--- config.mk ---
export PLATFORM = sky130hd
export DESIGN_NAME = sw_gate_display
export DESIGN_NICKNAME = d
export VERILOG_FILES = /design/src/rtl/sw_gate_pkg.sv /design/src/rtl/sw_debounce.sv /design/src/rtl/sw_gate_display.sv
export SDC_FILE = /design/constraint.sdc
export NUM_CORES = 1
export LEC_CHECK = 0
export ABC_AREA = 1
export CAP_MARGIN = 20
export CELL_PAD_IN_SITES_DETAIL_PLACEMENT = 0
export CELL_PAD_IN_SITES_GLOBAL_PLACEMENT = 2
export CORE_MARGIN = 3
export CORE_UTILIZATION = 32
export DETAILED_ROUTE_END_ITERATION = 10
export PLACE_DENSITY = 0.9
export SLEW_MARGIN = 15
export SYNTH_ARGS = -nofsm -noshare
export SYNTH_HDL_FRONTEND = slang
export SYNTH_SLANG_ARGS = --single-unit
--- constraint.sdc ---
create_clock -name clk -period 2.25 [get_ports clk]
set_input_delay 0.3375 -clock clk [delete_from_list [all_inputs] [get_ports clk]]
set_output_delay 0.3375 -clock clk [all_outputs]
set_load 0.02 [all_outputs]
--- src/rtl/sw_gate_pkg.sv ---
// Shared types and constants for the switch-to-LED display block.
// Holds the display-mode encoding, LED bit positions and small decode helpers.
package sw_gate_pkg;

    typedef enum logic [1:0] {
        MODE_GATE = 2'd0,
        MODE_RAW  = 2'd1,
        MODE_CNT  = 2'd2
    } mode_e;

    localparam int N_LED    = 4;
    localparam int LED_AND  = 0;
    localparam int LED_OR   = 1;
    localparam int LED_XOR  = 2;
    localparam int LED_NAND = 3;

    // Even-parity of up to 16 switch bits; narrower vectors are zero-extended by the caller.
    function automatic logic parity16(input logic [15:0] vec);
        return ^vec;
    endfunction

    function automatic logic [N_LED-1:0] gate_leds(input logic all_s, input logic any_s,
                                                   input logic par_s);
        logic [N_LED-1:0] leds_v;
        leds_v           = {N_LED{1'b0}};
        leds_v[LED_AND]  = all_s;
        leds_v[LED_OR]   = any_s;
        leds_v[LED_XOR]  = par_s;
        leds_v[LED_NAND] = ~all_s;
        return leds_v;
    endfunction

endpackage

--- src/rtl/sw_debounce.sv ---
// Two-flop synchroniser plus optional per-bit debouncer for asynchronous inputs.
// Build option: SW_DEBOUNCE_EN enables the debounce counters; otherwise dout is the synchronised input.
module sw_debounce #(
    parameter int WIDTH      = 1,
    parameter int DEB_CYCLES = 4
) (
    input  logic             clk,
    input  logic             rst_n,
    input  logic [WIDTH-1:0] din,
    output logic [WIDTH-1:0] dout
);

    if (DEB_CYCLES < 1) begin : g_bad_deb_cycles
        $error("DEB_CYCLES must be at least 1");
    end

    logic [WIDTH-1:0] s1_r;
    logic [WIDTH-1:0] s2_r;

    // Two-stage synchroniser into the clk domain.
    always_ff @(posedge clk) begin
        if (!rst_n) begin
            s1_r <= {WIDTH{1'b0}};
            s2_r <= {WIDTH{1'b0}};
        end else begin
            s1_r <= din;
            s2_r <= s1_r;
        end
    end

`ifdef SW_DEBOUNCE_EN
    // A one-cycle debounce still needs a 1-bit counter so the vector is never zero-width.
    localparam int              CNT_W   = (DEB_CYCLES > 1) ? $clog2(DEB_CYCLES) : 1;
    localparam logic [CNT_W-1:0] CNT_MAX = CNT_W'(DEB_CYCLES - 1);

    logic [WIDTH-1:0] stable_r;
    logic [CNT_W-1:0] cnt_r [WIDTH];

    // Accept a new level only after DEB_CYCLES consecutive differing samples.
    always_ff @(posedge clk) begin
        if (!rst_n) begin
            stable_r <= {WIDTH{1'b0}};
            for (int i = 0; i < WIDTH; i++) begin
                cnt_r[i] <= {CNT_W{1'b0}};
            end
        end else begin
            for (int i = 0; i < WIDTH; i++) begin
                if (s2_r[i] == stable_r[i]) begin
                    cnt_r[i] <= {CNT_W{1'b0}};
                end else if (cnt_r[i] == CNT_MAX) begin
                    stable_r[i] <= s2_r[i];
                    cnt_r[i]    <= {CNT_W{1'b0}};
                end else begin
                    cnt_r[i] <= cnt_r[i] + CNT_W'(1);
                end
            end
        end
    end

    assign dout = stable_r;
`else
    assign dout = s2_r;
`endif

endmodule

--- src/rtl/sw_gate_display.sv ---
// Switch-to-LED display: conditioned switches shown as gate results, raw bits or a change count.
// Build option: define SW_DEBOUNCE_EN to debounce switches and the mode button.
module sw_gate_display
    import sw_gate_pkg::*;
#(
    parameter int N_SW       = 2,
    parameter int DEB_CYCLES = 4
) (
    input  logic             clk,
    input  logic             rst_n,
    input  logic [N_SW-1:0]  sw,
    input  logic             btn_mode,
    output logic [N_LED-1:0] led,
    output logic [1:0]       mode_o
);

    if (N_SW < 2 || N_SW > 16) begin : g_bad_n_sw
        $error("N_SW must be in 2..16");
    end

    logic [N_SW-1:0]  sw_db_s;
    logic             btn_db_s;
    logic [N_SW-1:0]  sw_prev_r;
    logic             btn_prev_r;
    logic             btn_rise_s;
    logic             sw_chg_s;
    mode_e            mode_r;
    mode_e            mode_nxt_s;
    logic [N_LED-1:0] chg_cnt_r;
    logic [N_LED-1:0] chg_cnt_nxt_s;
    logic [N_LED-1:0] led_r;
    logic [N_LED-1:0] led_nxt_s;
    logic [N_LED-1:0] sw_low_s;

    sw_debounce #(
        .WIDTH      (N_SW),
        .DEB_CYCLES (DEB_CYCLES)
    ) u_sw_deb (
        .clk   (clk),
        .rst_n (rst_n),
        .din   (sw),
        .dout  (sw_db_s)
    );

    sw_debounce #(
        .WIDTH      (1),
        .DEB_CYCLES (DEB_CYCLES)
    ) u_btn_deb (
        .clk   (clk),
        .rst_n (rst_n),
        .din   (btn_mode),
        .dout  (btn_db_s)
    );

    if (N_SW >= N_LED) begin : g_sw_trunc
        assign sw_low_s = sw_db_s[N_LED-1:0];
    end else begin : g_sw_ext
        assign sw_low_s = {{(N_LED - N_SW){1'b0}}, sw_db_s};
    end

    // Mode advance, change counting and LED decode for the next edge.
    always_comb begin
        btn_rise_s    = btn_db_s & ~btn_prev_r;
        sw_chg_s      = (sw_db_s != sw_prev_r);
        mode_nxt_s    = mode_r;
        chg_cnt_nxt_s = chg_cnt_r;
        led_nxt_s     = {N_LED{1'b0}};

        if (btn_rise_s) begin
            case (mode_r)
                MODE_GATE: mode_nxt_s = MODE_RAW;
                MODE_RAW:  mode_nxt_s = MODE_CNT;
                MODE_CNT:  mode_nxt_s = MODE_GATE;
                default:   mode_nxt_s = MODE_GATE;
            endcase
        end else begin
            mode_nxt_s = mode_r;
        end

        if (sw_chg_s) begin
            chg_cnt_nxt_s = chg_cnt_r + 4'd1;
        end else begin
            chg_cnt_nxt_s = chg_cnt_r;
        end

        // The unreachable encoding 3 shows the gate view, same as mode 0.
        case (mode_r)
            MODE_GATE: led_nxt_s = gate_leds(&sw_db_s, |sw_db_s, parity16(16'(sw_db_s)));
            MODE_RAW:  led_nxt_s = sw_low_s;
            MODE_CNT:  led_nxt_s = chg_cnt_r;
            default:   led_nxt_s = gate_leds(&sw_db_s, |sw_db_s, parity16(16'(sw_db_s)));
        endcase
    end

    // Display state and registered LED drive.
    always_ff @(posedge clk) begin
        if (!rst_n) begin
            sw_prev_r  <= {N_SW{1'b0}};
            btn_prev_r <= 1'b0;
            mode_r     <= MODE_GATE;
            chg_cnt_r  <= {N_LED{1'b0}};
            led_r      <= {N_LED{1'b0}};
        end else begin
            sw_prev_r  <= sw_db_s;
            btn_prev_r <= btn_db_s;
            mode_r     <= mode_nxt_s;
            chg_cnt_r  <= chg_cnt_nxt_s;
            led_r      <= led_nxt_s;
        end
    end

    assign led    = led_r;
    assign mode_o = mode_r;

endmodule
==> results.json <==
{
  "die_w_um": 56.07,
  "maxSlewViolCount": 0,
  "syn_area_per_cell_um2": 8.101,
  "avgRoutedWirePerCell_um": 9.393,
  "drive_gt1_share_pct": 8.036,
  "yosys_warnings": 0,
  "cts_setup_buffers": 0,
  "setup-tns-final_ns": 0,
  "synth_ff_type": "dfxtp_1",
  "initialDrtViolationCount": 7,
  "switchingPower_uw": 154.4,
  "cp.required_ns": 1.91,
  "fmax_mhz": 593.0,
  "grt_max_degree": 15,
  "dp.cells": 136,
  "skew_ns": 0.003788,
  "fin_cells": 140,
  "ios": 11,
  "reg2reg_slack_ns": 0.81,
  "firstDrtPassIters": 4,
  "arrival_ns": 1.35,
  "swShare_pct": 25.39,
  "synth_top_area_share_pct": 47.43,
  "area_growth_syn_to_layout_pct": 19.66,
  "end_kind": "primary output",
  "worstReg2RegEnd": "led[0]",
  "pre_cts_slack_ns": 0.6886,
  "hold_viol_final": 0,
  "powerDensity_nw_per_um2": 633.7,
  "grt_pass1_wl_mm": 2.325,
  "grt.overflow.total": 0,
  "ant_nets": 0,
  "clockBufferDepth": 2,
  "setup_viol_count_final": 0,
  "vdd_drop_max_mv": 0.2935,
  "clkTransAtPathRegs_ns": 0.10,
  "critical_path_depth": 1,
  "drv_cap": 0,
  "endpoint": "mode_o[0]",
  "clockPowerShare_pct": 27.3,
  "nets": 125,
  "power_leakage_uw": 0.0004631,
  "r2r_start": "mode_o[0]",
  "synth_most_common_cell": "nand2_1",
  "grt_usage_pct": 9.360,
  "clock-root-buffer": "clkbuf_4",
  "numCtsBuffers": 3,
  "syn-num-nets": 111,
  "hpwl_um": 947.9,
  "via_per_inst": 4.264,
  "synth_cell_type_count": 16,
  "worst_slack_ns": 0.5638,
  "die_h_um": 56.07,
  "coreArea_um2": 2297,
  "drcViolationCount": 0,
  "synth.area.top_cells": "dfxtp_1 (47%), ha_1 (11%), nand2_1 (11%)",
  "cts.htree.levels": 1,
  "syn_inst": 99,
  "rsz0062_at_grt": "no",
  "antenna_found_initial": 0,
  "critPathKind": "flip-flop to primary output",
  "cts_resized": 0,
  "row_count": 17,
  "netlist_area_um2": 802.0,
  "synthArstFlopShare_pct": 0,
  "routed_wl_mm": 1.315,
  "outcome": "finished clean",
  "crit_fanout": 4,
  "cts.sinks": 19,
  "reg2reg_depth": 5,
  "path_delay_family": "buffers and inverters",
  "ys_top_cells_by_count": "nand2_1 (23), inv_1 (20), dfxtp_1 (19)",
  "crit_path_start_kind": "flip-flop",
  "yosysSeqAreaShare_pct": 47.43,
  "worstHoldPathType": "flip-flop to flip-flop",
  "p_comb_share_pct": 12.6,
  "synth_area_leader_cell": "dfxtp_1",
  "ys_ff_latch": 19,
  "port_buffers": 10,
  "critPathBufInv": 1,
  "cp-startpoint": "mode_o[0]",
  "p_int_uw": 453.7,
  "max_slew_margin_pct": 69.07,
  "grt_pass1_vias": 541,
  "fin_crit_sh_pct": 74.94,
  "cp_cell_sequence": "clkdlybuf4s50_1",
  "synth_edf_count": 0,
  "cts_hold_buffers": 0,
  "num_vias": 597,
  "tritoncts": "done",
  "clkLatencyLatePin_ns": 0.29,
  "die-area_um2": 3143,
  "final_core_util_pct": 41.78,
  "slowest_delay_ns": 0.63,
  "start_util_pct": 34.91,
  "n_antenna_cell": 0,
  "p_seq_share_pct": 60.0,
  "finalCriticalPeriod_ns": 1.686,
  "cpMaxStageDelayCell": "clkdlybuf4s50_1",
  "gp_congestion": 0.6623,
  "worstMarginPinSlew_ns": 0.4625
}
==> power groups by stage <==
stage | Clock (uW) | Combinational (uW) | Sequential, uW
finish | 166 | 76.9 | 365
global route | 185 | 86.4 | 368
CTS | 175 | 77.8 | 365
floorplan | 0 | 40.7 | 378
global placement | 0 | 76.8 | 372
detailed placement | 0 | 77.2 | 373
==> worst min-delay path by stage <==
stage / startpoint / to / slack (ns) / cells after the start
2_1_floorplan: u_btn_deb.s1_r / u_btn_deb.dout / 0.39 / 2
3_3_place_gp: u_sw_deb.s1_r[0] / u_sw_deb.dout[0] / 0.40 / 2
3_5_place_dp: u_btn_deb.s1_r / u_btn_deb.dout / 0.40 / 2
4_1_cts: u_btn_deb.s1_r / u_btn_deb.dout / 0.42 / 2
5_1_grt: u_sw_deb.s1_r[1] / u_sw_deb.dout[1] / 0.45 / 2
6_report: u_btn_deb.s1_r / u_btn_deb.dout / 0.42 / 2
==> state kept, by name (all words and copies together), names as in the netlist <==
name and count:
u_btn_deb.s1_r 1, btn_prev_r 1, sw_prev_r 2, mode_o 2
u_sw_deb.dout 2, chg_cnt_r 4, u_sw_deb.s1_r 2, u_btn_deb.dout 1
led 4
==> routing by layer <==
layer  GRT usage, %  vias to the layer above  wire, um
met5              0                        -         0
met4          6.102                        0        21
met3          2.088                        4        51
met2          13.36                       10       562
met1          12.48                      257       679
li1               -                      326         -
==> kinds of logic (layout without fill, tap and decap cells) <==
family	count (synthesis)	after routing	synth area share, %
flops	19	19	47.43
buf+inv	22	35	10.45
simple gates	37	37	20.59
compound gates	12	12	7.487
fa+ha+maj	7	7	10.92
xor+xnor	2	2	3.121
==> final cells by class <==
class                      instances  area [um^2]
tap                               28        35.03
clock inverter                     1        5.005
fill                             247         1338
clock buffer                       3        22.52
timing repair buffer              10        100.1
sequential                        19        380.4
multi-input combinational         58        337.8
inverter                          21        78.83
==> metrics by stage <==
| stage | power [uW] | hold WS (ns) | area (um^2) |
|---|---|---|---|
| after floorplan | 418.7 | 0.3905 | 802.0 |
| after global placement | 449.1 | 0.3952 | 932.1 |
| after detailed placement | 450.2 | 0.3968 | 932.1 |
| after CTS | 618.3 | 0.4224 | 959.7 |
| after global routing | 639.3 | 0.4528 | 959.7 |
| final | 608.1 | 0.4222 | 959.7 |
==> cell usage in the layout (no fill, tap or decap), drive strengths merged <==
cell / n
xor2: 1
nor2: 1
ha: 7
clkbuf: 3
dfxtp: 19
nand4: 1
inv: 21
clkinv: 1
o21ai: 3
clkdlybuf4s50: 10
xnor2: 1
or2: 1
a21oi: 9
nand3: 9
nand2: 25
==> worst register-to-register path, stage by stage (launching register included) <==
cell and delay, ns:
dfxtp_1 0.42, inv_1 0.10, ha_1 0.38, or2_2 0.31
nand3_1 0.09, inv_1 0.05
No activity file was read; power rests on OpenSTA's default activity.
